## src/rtl/router_pkt_fifo.sv

```systemverilog
// Packet-aware synchronous FIFO for a router output channel.
// Wrap-bit pointers, registered status flags, one-cycle read latency and packet framing checks.
module router_pkt_fifo #(
    parameter int DATA_WIDTH  = 8,
    parameter int DEPTH       = 16,
    parameter int LEN_LSB     = 2,
    parameter int LEN_MSB     = 7,
    parameter int AFULL_LEVEL = 12
) (
    input  logic                    clock,
    input  logic                    resetn,
    input  logic                    soft_reset,
    input  logic                    write_enb,
    input  logic                    header_in,
    input  logic [DATA_WIDTH-1:0]   data_in,
    input  logic                    read_enb,
    output logic [DATA_WIDTH-1:0]   data_out,
    output logic                    rd_valid,
    output logic                    pkt_done,
    output logic                    pkt_err,
    output logic                    empty,
    output logic                    full,
    output logic                    almost_full,
    output logic [$clog2(DEPTH):0]  count
);

    localparam int AW = $clog2(DEPTH);
    localparam int PW = AW + 1;
    localparam int LW = LEN_MSB - LEN_LSB + 1;
    localparam int RW = LW + 1;

    logic [DATA_WIDTH:0] mem [DEPTH];

    logic [PW-1:0]       wr_ptr;
    logic [PW-1:0]       rd_ptr;
    logic [PW-1:0]       wr_ptr_next;
    logic [PW-1:0]       rd_ptr_next;
    logic [PW-1:0]       count_next;
    logic [RW-1:0]       remaining;
    logic                wr_acc;
    logic                rd_acc;
    logic [DATA_WIDTH:0] rd_word;
    logic                rd_hdr;
    logic [LW-1:0]       rd_len;

    // Accepts use the registered flags; a soft reset swallows both requests.
    assign wr_acc  = write_enb && !full && !soft_reset;
    assign rd_acc  = read_enb && !empty && !soft_reset;
    assign rd_word = mem[rd_ptr[AW-1:0]];
    assign rd_hdr  = rd_word[DATA_WIDTH];
    assign rd_len  = rd_word[LEN_MSB:LEN_LSB];

    always_comb begin
        wr_ptr_next = wr_ptr + PW'(wr_acc);
        rd_ptr_next = rd_ptr + PW'(rd_acc);
        count_next  = wr_ptr_next - rd_ptr_next;
    end

    // Flags are computed from the next occupancy so they line up with count.
    always_ff @(posedge clock or negedge resetn) begin
        if (!resetn) begin
            wr_ptr      <= '0;
            rd_ptr      <= '0;
            count       <= '0;
            empty       <= 1'b1;
            full        <= 1'b0;
            almost_full <= 1'b0;
        end else if (soft_reset) begin
            wr_ptr      <= '0;
            rd_ptr      <= '0;
            count       <= '0;
            empty       <= 1'b1;
            full        <= 1'b0;
            almost_full <= 1'b0;
        end else begin
            wr_ptr      <= wr_ptr_next;
            rd_ptr      <= rd_ptr_next;
            count       <= count_next;
            empty       <= (count_next == '0);
            full        <= (count_next == PW'(DEPTH));
            almost_full <= (count_next >= PW'(AFULL_LEVEL));
        end
    end

    always_ff @(posedge clock) begin
        if (wr_acc) begin
            mem[wr_ptr[AW-1:0]] <= {header_in, data_in};
        end
    end

    // remaining counts the words still owed by the current packet, parity included.
    always_ff @(posedge clock or negedge resetn) begin
        if (!resetn) begin
            data_out  <= '0;
            rd_valid  <= 1'b0;
            pkt_done  <= 1'b0;
            pkt_err   <= 1'b0;
            remaining <= '0;
        end else if (soft_reset) begin
            data_out  <= '0;
            rd_valid  <= 1'b0;
            pkt_done  <= 1'b0;
            pkt_err   <= 1'b0;
            remaining <= '0;
        end else begin
            rd_valid <= rd_acc;
            pkt_done <= 1'b0;
            if (rd_acc) begin
                data_out <= rd_word[DATA_WIDTH-1:0];
                if (rd_hdr) begin
                    if (remaining != '0) begin
                        pkt_err <= 1'b1;
                    end
                    remaining <= {1'b0, rd_len} + RW'(1);
                end else if (remaining != '0) begin
                    remaining <= remaining - RW'(1);
                    pkt_done  <= (remaining == RW'(1));
                end else begin
                    pkt_err <= 1'b1;
                end
            end
        end
    end

endmodule

```

## config.mk

```make
export PLATFORM = sky130hd
export DESIGN_NAME = router_pkt_fifo
export DESIGN_NICKNAME = d
export VERILOG_FILES = /design/src/rtl/router_pkt_fifo.sv
export SDC_FILE = /design/constraint.sdc
export NUM_CORES = 1
export LEC_CHECK = 0
export ABC_AREA = 1
export CAP_MARGIN = 20
export CORE_MARGIN = 1.5
export CORE_UTILIZATION = 50
export CTS_CLUSTER_DIAMETER = 50
export DETAILED_ROUTE_END_ITERATION = 12
export GPL_TIMING_DRIVEN = 0
export HOLD_SLACK_MARGIN = 0.08
export PLACE_DENSITY_LB_ADDON = 0.15
export SLEW_MARGIN = 25
export SYNTH_ARGS = -nofsm -noshare
export SYNTH_HDL_FRONTEND = slang
export SYNTH_SLANG_ARGS = --single-unit
```

## constraint.sdc

```tcl
create_clock -name clock -period 6.35 [get_ports clock]
set_input_delay 0.9525 -clock clock [delete_from_list [all_inputs] [get_ports clock]]
set_output_delay 0.9525 -clock clock [all_outputs]
set_load 0.01 [all_outputs]
```

==> results of run 1 <==
==> flip-flops by register name (all words and copies together) (netlist names) <==
| register | cells |
|---|---|
| mem | 144 |
| data_out | 8 |
| remaining | 7 |
| count | 5 |
| rd_ptr | 5 |
| wr_ptr | 5 |
| almost_full | 1 |
| empty | 1 |
| full | 1 |
| pkt_done | 1 |
| pkt_err | 1 |
| rd_valid | 1 |
==> kinds of logic (layout without fill, tap and decap cells) <==
group	count (synthesis)	in the layout
AND/OR/NAND/NOR	360	360
buffers and inverters	109	174
adder cells (fa/ha/maj)	12	12
XOR/XNOR	12	12
AO/OA/AOI/OAI	75	75
flip-flops	180	180
==> metal layers <==
metal	vias up	share of wire, %	global-route usage [%]
li1	2615	-	-
met1	2655	44	33.5
met2	180	48	38.7
met3	26	5.3	3.87
met4	0	2.0	8.53
met5	-	0	0
==> metrics by stage <==
stage | cell area [um2] | std cells
2_1_floorplan | 7930 | 748
3_3_place_gp | 8510 | 991
3_5_place_dp | 8550 | 992
4_1_cts | 9240 | 1024
5_1_grt | 9250 | 1024
6_report | 9250 | 1024
==> how the worst min path moves through the flow <==
stage	slack [ns]	endpoint
after floorplan	0.45	remaining[6]
after global routing	0.35	remaining[2]
after detailed placement	0.47	remaining[6]
final	0.34	remaining[2]
after global placement	0.47	remaining[6]
after CTS	0.34	remaining[2]
==> cell type report <==
class	instances	area share (%)
flip-flops and latches	180	56.5
multi-input cells	459	23.9
clock buffers	18	4.64
repair buffers	33	3.63
inverters	75	3.07
well taps	211	2.86
clock inverters	14	2.79
plain buffers	34	2.64
==> critical path: cells and delay by family <==
family / cells / cell delay (ns)
AOI/OAI and AO/OA: 2 / 0.23
xor gates and xnor gates: 1 / 0.16
adders and majority gates: 3 / 0.72
buffers and inverters: 2 / 0.59
and+or+nand+nor: 7 / 1.39
==> layout by cell type (no fill, tap or decap), drive strengths merged, types with 8 or more instances in the layout <==
master / n
nand2: 169
xor2: 10
inv: 75
edfxtp: 144
nand3: 79
o21ai: 48
o22ai: 8
o211ai: 8
ha: 12
buf: 27
dfrtp: 35
clkbuf: 27
clkdlybuf4s50: 31
nor2: 100
==> power groups by stage <==
| stage | Combinational [mW] | Sequential [mW] | Clock, mW |
|---|---|---|---|
| 2_1_floorplan | 0.304 | 1.38 | 0 |
| 3_3_place_gp | 0.469 | 1.37 | 0 |
| 3_5_place_dp | 0.481 | 1.37 | 0 |
| 4_1_cts | 0.484 | 1.35 | 1.22 |
| 5_1_grt | 0.544 | 1.35 | 1.27 |
| 6_report | 0.486 | 1.35 | 1.21 |
==> impl_metrics.py, run 1 <==
metrics = {
    "clock_network": {
        "cts_tree": "built",
        "cts_setup_buffers": 0,
        "clkSinkCount": 180,
        "cts_resized": 0,
        "clock-root-buffer": "clkbuf_16",
        "clockBufferDepth": 2,
        "postCtsHoldBufs": 0,
        "cts_made_buffers": 17,
        "clock_latency_ns": 0.43,
        "cts_max_level": 4,
        "clk_pin_slew_worst_paths_ns": 0.07,
    },
    "pwr": {
        "pwr-share-comb_pct": 15.9,
        "netSwitchingFraction_pct": 25.1,
        "switching_power_uw": 764,
        "p_total_mw": 3.05,
        "leakage_nw": 3.72,
        "power.density_mw_per_mm2": 330,
        "ir_worst_vdd_v": 0.000212,
        "pwr-share-clk_pct": 39.8,
        "internal_power_mw": 2.28,
        "power_frac_seq_pct": 44.2,
    },
    "sta": {
        "final.period_utilization_pct": 59.1,
        "fin_hold_ws_ns": 0.341,
        "skew_ns": 0.00712,
        "relSlewSlack_pct": 23.7,
        "tns_ns": 0,
        "report.final.slew_viol_count": 0,
        "rsz0062_at_grt": "false",
        "period_minus_slack_ns": 3.75,
        "hold_viol": 0,
        "finalSetupViolCount": 0,
        "worst_slack_ns": 2.60,
        "tightest_slew_ns": 1.14,
        "clock.fmax_mhz": 266,
    },
    "setup_path": {
        "cp-end-kind": "flip-flop",
        "timing.rr.end": "almost_full",
        "reg2reg_from": "full",
        "rr_worst_depth": 14,
        "crit_required_ns": 6.65,
        "critPathKind": "primary input to flip-flop",
        "path_max_fanout": 5,
        "crit_chain": "clkdlybuf4s50_1 > nor3b_1 > ha_1 > ha_1 > nor2_1 > nor2_1 > ha_1 > or2_2 > nand2_1 > nand2_1 > a21oi_1 > xnor2_1 > nor2_2 > inv_1 > o31ai_1",
        "start_kind": "primary input",
        "cp-endpoint": "almost_full",
        "cp_slowest_cell": "nor3b_1",
        "max_stage_delay_ns": 0.67,
        "r2r_slack_ns": 3.30,
        "cp-startpoint": "soft_reset",
        "critPathMostFrequentCell": "ha_1",
        "critical_path_arrival_ns": 4.05,
    },
    "final_layout": {
        "utilization_pct": 60.4,
        "nets": 826,
        "syn2layout_area_growth_pct": 16.6,
        "drive_gt1_share_pct": 10.5,
        "multi_input_area_mm2": 0.00221,
        "fillCellCount": 1252,
        "seqCellArea_mm2": 0.00523,
        "antenna_cells": 0,
    },
    "place": {
        "io_buffer_count": 32,
        "routabilityCongestion": 0.851,
        "dp_hpwl_um": 12200,
        "place_ws_ns": 2.14,
    },
    "drt": {
        "wire_per_inst_um": 18.4,
        "drtPass1Iterations": 5,
        "vias_per_cell": 5.35,
        "initialDrtViolationCount": 521,
        "drc": 0,
        "via_count": 5476,
        "drt-total-wl_um": 18800,
        "ant_nets": 0,
    },
    "die": {
        "core_area_mm2": 0.0153,
        "io_pins": 33,
        "initial_core_util_pct": 51.8,
        "die_area_mm2": 0.0166,
        "num_rows": 45,
        "die_w_um": 129,
        "dieHeight_um": 129,
    },
    "yosys": {
        "syn_avg_cell_area_um2": 10.6,
        "synth_adder_area_share_pct": 1.89,
        "synth_top_area_share_pct": 54.5,
        "synth-seq-cells": 180,
        "synth_top_cell_by_area": "edfxtp_1",
        "yosys.cell_count.top_type": "nand2_1",
        "synth_compound_area_share_pct": 5.30,
        "ys_warn_count": 0,
        "synth_mux_area_share_pct": 0,
        "ys_types": 32,
        "synth_flop_cell": "edfxtp_1",
        "synthXorXnorAreaFrac_pct": 1.33,
        "syn_inst": 748,
        "syn_area_mm2": 0.00793,
        "synth_edf_count": 144,
        "synth.top_cells.by_count": "nand2_1, edfxtp_1, nor2_1",
        "yosys.area_share.simple_pct": 18.9,
        "seq_area_frac_synth_pct": 65.9,
        "syn_nets": 774,
        "ys_async_sr_fraction_pct": 20.0,
        "synth_top_family_by_area": "simple AND/OR/NAND/NOR gates",
        "synth_area_leaders": "edfxtp_1, dfrtp_1, nand2_1",
    },
    "global_route": {
        "grt.overflow.total": 0,
        "grt_pass1_wl_um": 29000,
        "track_usage_pct": 24.1,
        "antenna_found_initial": 0,
        "grt_max_degree": 32,
        "grt_pass1_vias": 5226,
    },
    "worst_hold_path": {
        "hold_path.class": "primary input to async pin",
    },
    "job": {
        "drv_cap": 0,
    },
    "outcome": {
        "status": "complete, no violations",
    },
}
No activity file was read; power rests on OpenSTA's default activity.
==> run 2, diff against run 1 <==
Clock period 6.35 ns to 3.5 ns, I/O delays scaled along.
==> run 2 against run 1 <==
Largest cell class unchanged. Largest power group unchanged. Register-to-register slack worse by 2.8 ns. Final cell count hardly changed. Sequential share of layout area is 0.092 points lower. Total power is 81% higher. Final area is 0.16% higher. Global-route usage hardly changed. Sequential power is 81% higher. Critical path depth stayed put. First-iteration DRC count is 12% higher. Combinational power is 81% higher. Count of clock-buffer cells in the layout stayed put. Utilization is 0.098 points higher.
==> impl_metrics.py, run 2 (synthesis gave the netlist of run 1 again) <==
metrics = {
    "sta": {
        "relSlewSlack_pct": 26.3,
        "clock.fmax_mhz": 309,
        "report.final.slew_viol_count": 0,
        "skew_ns": 0.00790,
        "tightest_slew_ns": 1.10,
        "finalSetupViolCount": 0,
        "hold_viol": 0,
        "rsz0062_at_grt": "false",
        "period_minus_slack_ns": 3.23,
        "final.period_utilization_pct": 92.4,
        "tns_ns": 0,
        "worst_slack_ns": 0.266,
    },
    "clock_network": {
        "clock_latency_ns": 0.43,
        "cts_setup_buffers": 0,
        "clk_pin_slew_worst_paths_ns": 0.07,
        "clockBufferDepth": 2,
        "cts_max_level": 4,
        "clkSinkCount": 180,
        "cts_made_buffers": 17,
        "clock-root-buffer": "clkbuf_16",
        "cts_tree": "built",
    },
    "place": {
        "routabilityCongestion": 0.851,
        "place_ws_ns": -0.287,
        "dp_hpwl_um": 12200,
        "io_buffer_count": 32,
        "place_area_mm2": 0.00855,
        "numPlacedInstances": 992,
    },
    "setup_path": {
        "rr_worst_depth": 16,
        "critPathTopFamily": "simple AND/OR/NAND/NOR gates",
        "critPathKind": "primary input to flip-flop",
        "cp-end-kind": "flip-flop",
        "crit_required_ns": 3.80,
        "start_kind": "primary input",
        "max_stage_delay_ns": 0.53,
        "critical_path_arrival_ns": 3.53,
        "reg2reg_from": "empty",
        "cp_slowest_cell": "nor2_1",
        "timing.rr.end": "almost_full",
        "crit_chain": "clkdlybuf4s50_1 > nor2_1 > ha_1 > ha_1 > nor2_1 > nor2_1 > ha_1 > or2_2 > nand2_1 > nand2_1 > a21oi_1 > xnor2_1 > nor2_2 > inv_1 > o31ai_1",
        "r2r_slack_ns": 0.47,
        "critPathBufInv": 2,
        "path_max_fanout": 8,
    },
    "global_route": {
        "antenna_found_initial": 0,
        "grt_pass1_vias": 5233,
        "grt.overflow.total": 0,
        "grt_max_degree": 32,
        "grt_pass1_wl_um": 29000,
        "track_usage_pct": 24.1,
    },
    "final_layout": {
        "nets": 827,
        "largest_reg_flops": 144,
        "utilization_pct": 60.5,
        "drive_gt1_share_pct": 10.6,
        "final_cell_mix": "nand2_1, edfxtp_1, nor2_1",
        "antenna_cells": 0,
        "final_area_mm2": 0.00926,
        "layout_commonest_cell": "nand2_1",
        "syn2layout_area_growth_pct": 16.8,
        "layout.cells.non_filler": 1025,
    },
    "die": {
        "die_area_mm2": 0.0166,
        "num_rows": 45,
        "initial_core_util_pct": 51.8,
        "dieHeight_um": 129,
        "core_area_mm2": 0.0153,
        "die_w_um": 129,
        "io_pins": 33,
    },
    "drt": {
        "drt-total-wl_um": 18900,
        "drtPass1Iterations": 5,
        "vias_per_cell": 5.35,
        "initialDrtViolationCount": 581,
        "via_count": 5483,
        "wire_per_inst_um": 18.4,
        "drc": 0,
        "ant_nets": 0,
    },
    "pwr": {
        "ir_worst_vdd_v": 0.000386,
        "leakage_nw": 3.72,
        "power.density_mw_per_mm2": 597,
    },
    "job": {
        "drv_cap": 0,
    },
    "outcome": {
        "status": "complete, no violations",
    },
    "worst_hold_path": {
        "hold_path.class": "primary input to async pin",
    },
}
## run 2: changes by cell type in the layout (fill, tap and decap cells not counted), sizes merged
cell,before,now
dlygate4sd3,0,1
## run 2: worst reg2reg max path, delay by kind of cell, from the launching register on
kind | cells | cell delay (ns)
AO/OA/AOI/OAI | 2 | 0.23
XOR/XNOR | 1 | 0.16
adder cells (fa/ha/maj) | 3 | 0.74
buffers and inverters | 2 | 0.13
flip-flops | 1 | 0.37
AND/OR/NAND/NOR | 8 | 1.27
## run 2: power by group
part,internal (mW),switching (mW),leakage (nW)
logic,0.338,0.544,1.62
registers,2.40,0.0471,1.78
clock network,1.41,0.791,0.320
total,4.14,1.38,3.72
## run 2: final cells by class
type / instances / area [um2]
repair buffers: 34 / 345
multi-input cells: 459 / 2210
well taps: 211 / 264
plain buffers: 34 / 244
inverters: 75 / 284
clock inverters: 14 / 258
flip-flops and latches: 180 / 5230
clock buffers: 18 / 429
fillers: 1250 / 6050
## run 2: worst max path at each step
stage	endpoint	depth (start not counted)	slack, ns	start
floorplan	almost_full	14	0.75	soft_reset
global placement	almost_full	15	-0.26	soft_reset
detailed placement	almost_full	15	-0.29	soft_reset
CTS	almost_full	15	0.16	soft_reset
global route	almost_full	15	0.03	soft_reset
finish	almost_full	15	0.27	soft_reset
## run 2: stage by stage
step	total power [mW]	hold slack [ns]
after global routing	5.75	0.488
final	5.52	0.464
after global placement	3.34	0.469
after detailed placement	3.36	0.368
after CTS	5.54	0.448
after floorplan	3.05	0.229
## run 2: layer usage
metal	vias to the layer above	global-route usage, %	wire length, um
met2	193	38.8	9060
met3	26	3.87	992
li1	2620	-	-
met4	0	8.53	391
met5	-	0	0
met1	2644	33.6	8450
## run 2: what timing repair did
action | 4_1_cts | 5_1_grt
endpoints found under the setup margin | 0 | 3
resized for setup | 0 | 1
hold buffers | 1 | 0
hold endpoints to repair | 5 | 0
